$ cat config.mk
export PLATFORM = sky130hd
export DESIGN_NAME = note_tracker
export DESIGN_NICKNAME = d
export VERILOG_FILES = /design/src/rtl/note_tracker.sv
export SDC_FILE = /design/constraint.sdc
export NUM_CORES = 1
export LEC_CHECK = 0
export BUFFER_PORTS_ARGS = -buffer_cell sky130_fd_sc_hd__buf_2
export CAP_MARGIN = 20
export CORE_MARGIN = 2
export CORE_UTILIZATION = 65
export DETAILED_ROUTE_END_ITERATION = 16
export PLACE_DENSITY = 0.83
export SETUP_SLACK_MARGIN = 0.2
export SLEW_MARGIN = 0
export SYNTH_ARGS = -nofsm -noshare
export SYNTH_HDL_FRONTEND = slang
export SYNTH_SLANG_ARGS = --single-unit
$ cat constraint.sdc
create_clock -name clk_in -period 12.5 [get_ports clk_in]
set_input_delay 2.5 -clock clk_in [delete_from_list [all_inputs] [get_ports clk_in]]
set_output_delay 2.5 -clock clk_in [all_outputs]
set_load 0.005 [all_outputs]
$ cat src/rtl/note_tracker.sv
`default_nettype none
// ---------------------------------------------------------------------------
// Module      : note_tracker
// Description : Debounces per-frame dominant FFT bins into note_on/note_off
//               events. note_off reports the held duration in frames.
//               Optional macro NOTE_TRACKER_HOLD_OUT_EN adds registered
//               current-note outputs (note_active_out, note_bin_out).
// Revision    : 1.0 - initial release
// ---------------------------------------------------------------------------
module note_tracker #(
  parameter int STABLE_FRAMES  = 3,
  parameter int RELEASE_FRAMES = 2,
  parameter int BIN_TOL        = 1,
  parameter int MIN_BIN        = 2,
  parameter int MAX_BIN        = 299
) (
  input  logic        clk_in,
  input  logic        rst_in,
  input  logic [11:0] peak_in,
  input  logic        peak_valid_in,
  output logic        event_valid_out,
  output logic        event_type_out,
  output logic [11:0] event_bin_out,
  output logic [15:0] event_dur_out
`ifdef NOTE_TRACKER_HOLD_OUT_EN
  ,
  output logic        note_active_out,
  output logic [11:0] note_bin_out
`endif
);

  typedef enum logic [1:0] {
    IDLE   = 2'd0,
    CAND   = 2'd1,
    ACTIVE = 2'd2
  } state_t;

  typedef struct packed {
    logic        typ;   // 1 = note_on, 0 = note_off
    logic [11:0] bin;
    logic [15:0] dur;
  } event_t;

  // Events waiting behind the output register. Normally at most one (the
  // note_on that follows a same-frame note_off); the extra depth covers
  // strobes arriving on consecutive cycles.
  localparam int QDEPTH = 4;

  function automatic logic is_silent(input logic [11:0] b);
    return (int'(b) < MIN_BIN) || (int'(b) > MAX_BIN);
  endfunction

  function automatic logic is_match(input logic [11:0] a, input logic [11:0] b);
    logic [12:0] d;
    d = (a >= b) ? ({1'b0, a} - {1'b0, b}) : ({1'b0, b} - {1'b0, a});
    return int'(d) <= BIN_TOL;
  endfunction

  state_t      state, state_n;
  logic [11:0] cand_bin, cand_bin_n;
  logic [15:0] cand_cnt, cand_cnt_n;
  logic [11:0] act_bin, act_bin_n;
  logic [15:0] dur, dur_n;
  logic [15:0] miss_cnt, miss_cnt_n;

  event_t      q [QDEPTH];
  event_t      q_n [QDEPTH];
  logic [2:0]  q_cnt, q_cnt_n;

  event_t      ev0, ev1, out_n;
  logic [1:0]  n_new;
  logic        out_valid_n;
  event_t      all_ev [QDEPTH+2];
  logic [3:0]  total, rem;
  logic        silent;

  assign silent = is_silent(peak_in);

  // Next-state, note bookkeeping and new-event generation for this frame
  always_comb begin
    state_n    = state;
    cand_bin_n = cand_bin;
    cand_cnt_n = cand_cnt;
    act_bin_n  = act_bin;
    dur_n      = dur;
    miss_cnt_n = miss_cnt;
    n_new      = 2'd0;
    ev0        = '0;
    ev1        = '0;
    if (peak_valid_in) begin
      case (state)
        IDLE: begin
          if (!silent) begin
            if (STABLE_FRAMES == 1) begin
              state_n    = ACTIVE;
              act_bin_n  = peak_in;
              dur_n      = 16'd1;
              miss_cnt_n = 16'd0;
              ev0        = '{typ: 1'b1, bin: peak_in, dur: 16'd0};
              n_new      = 2'd1;
            end else begin
              state_n    = CAND;
              cand_bin_n = peak_in;
              cand_cnt_n = 16'd1;
            end
          end
        end
        CAND: begin
          if (is_match(peak_in, cand_bin)) begin
            cand_cnt_n = cand_cnt + 16'd1;
            if (cand_cnt + 16'd1 >= 16'(STABLE_FRAMES)) begin
              state_n    = ACTIVE;
              act_bin_n  = cand_bin;
              dur_n      = 16'(STABLE_FRAMES);
              miss_cnt_n = 16'd0;
              ev0        = '{typ: 1'b1, bin: cand_bin, dur: 16'd0};
              n_new      = 2'd1;
            end
          end else if (!silent) begin
            cand_bin_n = peak_in;
            cand_cnt_n = 16'd1;
          end else begin
            state_n = IDLE;
          end
        end
        ACTIVE: begin
          if (is_match(peak_in, act_bin)) begin
            dur_n      = (dur == 16'hFFFF) ? dur : dur + 16'd1;
            miss_cnt_n = 16'd0;
          end else begin
            miss_cnt_n = miss_cnt + 16'd1;
            if (miss_cnt + 16'd1 >= 16'(RELEASE_FRAMES)) begin
              ev0        = '{typ: 1'b0, bin: act_bin, dur: dur};
              n_new      = 2'd1;
              miss_cnt_n = 16'd0;
              if (silent) begin
                state_n = IDLE;
              end else if (STABLE_FRAMES == 1) begin
                // Release and re-acquire in one frame: note_on queues behind
                act_bin_n = peak_in;
                dur_n     = 16'd1;
                ev1       = '{typ: 1'b1, bin: peak_in, dur: 16'd0};
                n_new     = 2'd2;
              end else begin
                state_n    = CAND;
                cand_bin_n = peak_in;
                cand_cnt_n = 16'd1;
              end
            end
          end
        end
        default: state_n = IDLE;
      endcase
    end
  end

  // Merge queued and new events in order; the head goes to the output
  always_comb begin
    for (int i = 0; i < QDEPTH + 2; i++) all_ev[i] = '0;
    for (int i = 0; i < QDEPTH; i++) begin
      if (i < int'(q_cnt)) all_ev[i] = q[i];
    end
    if (n_new != 2'd0) all_ev[q_cnt] = ev0;
    if (n_new == 2'd2) all_ev[q_cnt + 3'd1] = ev1;
    total       = {1'b0, q_cnt} + {2'b00, n_new};
    rem         = total - 4'd1;
    out_valid_n = (total != 4'd0);
    out_n       = out_valid_n ? all_ev[0] : '0;
    for (int i = 0; i < QDEPTH; i++) q_n[i] = all_ev[i+1];
    if (total == 4'd0)            q_cnt_n = 3'd0;
    else if (rem > 4'(QDEPTH))    q_cnt_n = 3'(QDEPTH);
    else                          q_cnt_n = rem[2:0];
  end

  // State, counters, event queue and registered event outputs
  always_ff @(posedge clk_in or posedge rst_in) begin
    if (rst_in) begin
      state           <= IDLE;
      cand_bin        <= 12'd0;
      cand_cnt        <= 16'd0;
      act_bin         <= 12'd0;
      dur             <= 16'd0;
      miss_cnt        <= 16'd0;
      q_cnt           <= 3'd0;
      for (int i = 0; i < QDEPTH; i++) q[i] <= '0;
      event_valid_out <= 1'b0;
      event_type_out  <= 1'b0;
      event_bin_out   <= 12'd0;
      event_dur_out   <= 16'd0;
    end else begin
      state           <= state_n;
      cand_bin        <= cand_bin_n;
      cand_cnt        <= cand_cnt_n;
      act_bin         <= act_bin_n;
      dur             <= dur_n;
      miss_cnt        <= miss_cnt_n;
      q_cnt           <= q_cnt_n;
      for (int i = 0; i < QDEPTH; i++) q[i] <= q_n[i];
      event_valid_out <= out_valid_n;
      event_type_out  <= out_n.typ;
      event_bin_out   <= out_n.bin;
      event_dur_out   <= out_n.dur;
    end
  end

`ifdef NOTE_TRACKER_HOLD_OUT_EN
  // Current-note view mirroring the registered state
  always_ff @(posedge clk_in or posedge rst_in) begin
    if (rst_in) begin
      note_active_out <= 1'b0;
      note_bin_out    <= 12'd0;
    end else begin
      note_active_out <= (state_n == ACTIVE);
      note_bin_out    <= (state_n == ACTIVE) ? act_bin_n : 12'd0;
    end
  end
`endif

endmodule
`default_nettype wire

==> out/qor.csv <==
stage,metric,value,unit
timing,fin_tns_setup,0,ns
final_layout,nFillCells,1353,
global_route,grt_pass1_vias,9430,
pwr,power.total,2.04,mW
floorplan,core-area,0.0186,mm^2
route,drc,0,
timing,max_slew.worst_pin.slew,1.03,ns
pwr,p_leak,6.23,nW
floorplan,initial_core_util,65.8,%
synth,synth-main-ff-cell,dfrtp_1,
pwr,p_int,1.35,mW
route,drtIter0Drc,742,
min_path,hold-path-endpoint,q[99]$_DFF_PP0_,
clock_tree,cts_tree,done,
final_layout,layout.cells.non_filler,1561,
synth,synthCells,1316,
timing,hold_violations,0,
min_path,hold_depth,2,
synth,synth_fp_nets,1396,
synth,avgSynthCellArea,9.30,um^2
synth,synth_edf_count,0,
place,place_ws,4.67,ns
floorplan,rows,50,
place,dp_hpwl,19.7,mm
route,first_pass_iters,6,
route,drt_wl_total,27.9,mm
setup_path,path_common_cell,ha_1,
global_route,grt_util_all_layers,28.3,%
setup_path,crit_chain,"buf_2, inv_1, ha_1, nand4_1, or3_4, o211ai_1, nor2_2, or3_1, o221a_4, nor4b_4, nand2_1, nand2_1, ha_1, ha_1, inv_1, ha_1, and3_1, a211oi_1",
synth,yosys_register_bits,223,
setup_path,worst-r2r-setup-slack,6.81,ns
pwr,power.density,153,mW/mm^2
synth,post_synth_instance_area,0.0122,mm^2
global_route,grt-busiest-layer,met2,
synth,yosys-top-cells-area,"dfrtp_1 46%, ha_1 6.2%, nand2_1 4.7%",
synth,ys_types,84,
setup_path,max_stage_delay,0.87,ns
setup_path,reg2regPathDepth,19,
timing,period_share,59.3,%
setup_path,critPathTopFamily,simple AND/OR/NAND/NOR gates,
pwr,switching_power,0.688,mW
route,avgRoutedWirePerCell,17.9,um
global_route,grt_max_degree,147,
pwr,seqPwrFrac,40.2,%
min_path,hold_class,reg -> reg,
final_layout,nets,1392,
clock_tree,hold_buffers,0,
timing,setup_viol,0,
global_route,grt_antenna_before_repair,1,
synth,synth.top_cell.area_share,45.6,%
floorplan,die_x,141,um
timing,fmax,135,MHz
clock_tree,htreeDepth,1,
synth,yosysWarningCount,0,
clock_tree,cts_resized,0,
synth,async_reset_ff_share,100,%
setup_path,endpoint_kind,register,
outcome,status,"complete, no violations",
route,viasPerCell,6.33,
place,placedCellCount,1517,
clock_tree,cts_buffers,23,
setup_path,crit_fanout,30,
min_path,holdCritStartpoint,q[70]$_DFF_PP0_,
setup_path,rr_startpoint,cand_bin[0]$_DFFE_PP0P_,
global_route,grt_pass1_wl,46.3,mm
setup_path,path_class,in -> reg,
setup_path,critPathRequiredTime,12.84,ns
clock_tree,insertion_delay,0.52,ns
clock_tree,cts.sinks,223,
floorplan,ios,45,
final_layout,fin_util,71.5,%
setup_path,r2r-end,event_bin_out[6]$_DFF_PP0_,
global_route,use_met3,4.52,%
timing,rsz0062_at_grt,no,
timing,timing.slew.headroom,31.4,%
setup_path,crit_slowest_cell,and3_1,
timing,fin_skew,0.0167,ns
global_route,overflow,0,
floorplan,die_area,0.0199,mm^2
synth,ys_seq_area_share,45.6,%
pwr,clock_power_share,33.9,%
timing,setup_ws,5.09,ns
timing,slew_viol_final,0,
synth,synth_commonest_cells,"223 x dfrtp_1, 154 x nand2_1, 94 x o21ai_0",
setup_path,crit_arrival,7.75,ns
pwr,switching_share,33.8,%
global_route,gr-usage-met2,47.7,%
timing,min_period,7.41,ns
final_layout,syn2layout_area_growth,8.59,%
clock_tree,root_buffer,clkbuf_16,
place,place_congestion,1.00,
pwr,worst_ir_drop_vdd,0.0000876,V
final_layout,drive_gt1_share,8.97,%
flow_run,drv_cap,0,
setup_path,path_depth,18,
route,ant_nets,0,
pwr,pwr-share-comb,26.0,%
clock_tree,cts_buffer_depth,3,
synth,synth.most_common_cell,dfrtp_1,
global_route,use_met1,38.1,%
clock_tree,cts_setup_buffers,0,
clock_tree,path_clk_slew,0.06,ns
setup_path,start_kind,input port,
final_layout,n_antenna_cell,0,
route,num_vias,9884,
synth,yosysTopAreaCell,dfrtp_1,
place,portBuffers,44,
floorplan,die_y,141,um
setup_path,cp.buffers_inverters,3,
[cell type report]
| cell class | count | area [um^2] | share of cell area [%] |
|---|---|---|---|
| Multi-Input combinational cell | 948 | 6090 | 45.8 |
| Sequential cell | 223 | 5580 | 42.0 |
| Clock buffer | 29 | 648 | 4.88 |
| Timing Repair Buffer | 52 | 315 | 2.37 |
| Tap cell | 234 | 293 | 2.20 |
| Inverter | 64 | 248 | 1.86 |
| Clock inverter | 11 | 115 | 0.866 |
[kinds of logic (layout without fill, tap and decap cells)]
logic type               after synthesis  after routing  share of synthesized area (%)
adder cells (fa/ha/maj)               65             65                           6.89
multiplexers                          20             20                           1.67
AO/OA/AOI/OAI                        367            367                           20.4
XOR/XNOR                              19             19                           1.36
buffers and inverters                145            156                           4.70
flip-flops                           223            223                           45.6
AND/OR/NAND/NOR                      477            477                           19.4
[per-layer routing]
layer  share of wire, %  vias up
met5              0.047        -
met2                 48      322
met4                1.9        2
li1                   -     4704
met3                6.7       37
met1                 43     4819
[cells in the final DEF, fill, tap and decap left out, types with 13 or more instances in the layout]
| master | synthesis | routed |
|---|---|---|
| a21o_1 | 24 | 24 |
| nor4_1 | 13 | 13 |
| or4_1 | 16 | 16 |
| o21ai_0 | 94 | 94 |
| nor3_1 | 32 | 31 |
| nand4_1 | 18 | 18 |
| xnor2_1 | 13 | 13 |
| a31oi_1 | 13 | 13 |
| nor2_1 | 79 | 78 |
| nand3_1 | 53 | 53 |
| or3_1 | 14 | 14 |
| dfrtp_1 | 223 | 223 |
| a22oi_1 | 14 | 14 |
| o31ai_1 | 16 | 16 |
| mux2i_1 | 17 | 17 |
| a211o_1 | 13 | 13 |
| clkbuf_16 | 0 | 23 |
| inv_1 | 64 | 63 |
| a211oi_1 | 18 | 18 |
| a21oi_1 | 78 | 78 |
| and2_1 | 37 | 37 |
| a22o_1 | 33 | 33 |
| ha_1 | 61 | 61 |
| buf_2 | 12 | 44 |
| nand2_1 | 154 | 154 |
| and3_1 | 17 | 17 |
[worst reg2reg max path, stage by stage, from the launching register on]
cell	delay [ns]
dfrtp_1	0.42
inv_1	0.09
ha_1	0.18
inv_1	0.06
fa_1	0.41
a211oi_1	0.36
nor3_1	0.10
or3_1	0.33
o22a_1	0.19
or4_1	0.41
a21boi_1	0.16
nor4b_4	0.48
nand2_1	0.29
nand2_1	0.15
ha_1	0.19
ha_1	0.29
inv_1	0.14
ha_1	0.31
and3_1	0.87
a211oi_1	0.10
[registers in the layout, indices dropped and copies added (netlist names)]
signal and flops:
act_bin 12, cand_bin 12, cand_cnt 16, dur 16, event_bin_out 12, event_dur_out 16, event_type_out 1, event_valid_out 1
miss_cnt 16, q 116, q_cnt 3, state 2
[how the worst max path moves through the flow]
stage | startpoint | endpoint | slack, ns
2_1_floorplan | rst_in | act_bin[0]$_DFFE_PP0P_ | 3.89
3_3_place_gp | peak_in[5] | event_bin_out[7]$_DFF_PP0_ | 4.84
3_5_place_dp | peak_in[5] | event_bin_out[6]$_DFF_PP0_ | 4.67
4_1_cts | peak_in[5] | event_bin_out[6]$_DFF_PP0_ | 5.15
5_1_grt | peak_in[1] | event_dur_out[1]$_DFF_PP0_ | 4.69
6_report | peak_in[5] | event_bin_out[6]$_DFF_PP0_ | 5.09
[metrics by stage]
step	hold WS, ns	cell area, um^2
2_1_floorplan	0.424	12200
3_3_place_gp	0.429	12400
3_5_place_dp	0.439	12500
4_1_cts	0.451	13200
5_1_grt	0.468	13300
6_report	0.449	13300
[power groups by stage]
stage	Sequential, mW	Combinational [mW]	Clock (mW)
2_1_floorplan	0.809	0.401	0
3_3_place_gp	0.835	0.495	0
3_5_place_dp	0.837	0.503	0
4_1_cts	0.824	0.506	0.696
5_1_grt	0.824	0.587	0.731
6_report	0.817	0.528	0.690
Note: power is estimated with default switching activity, not from simulation.
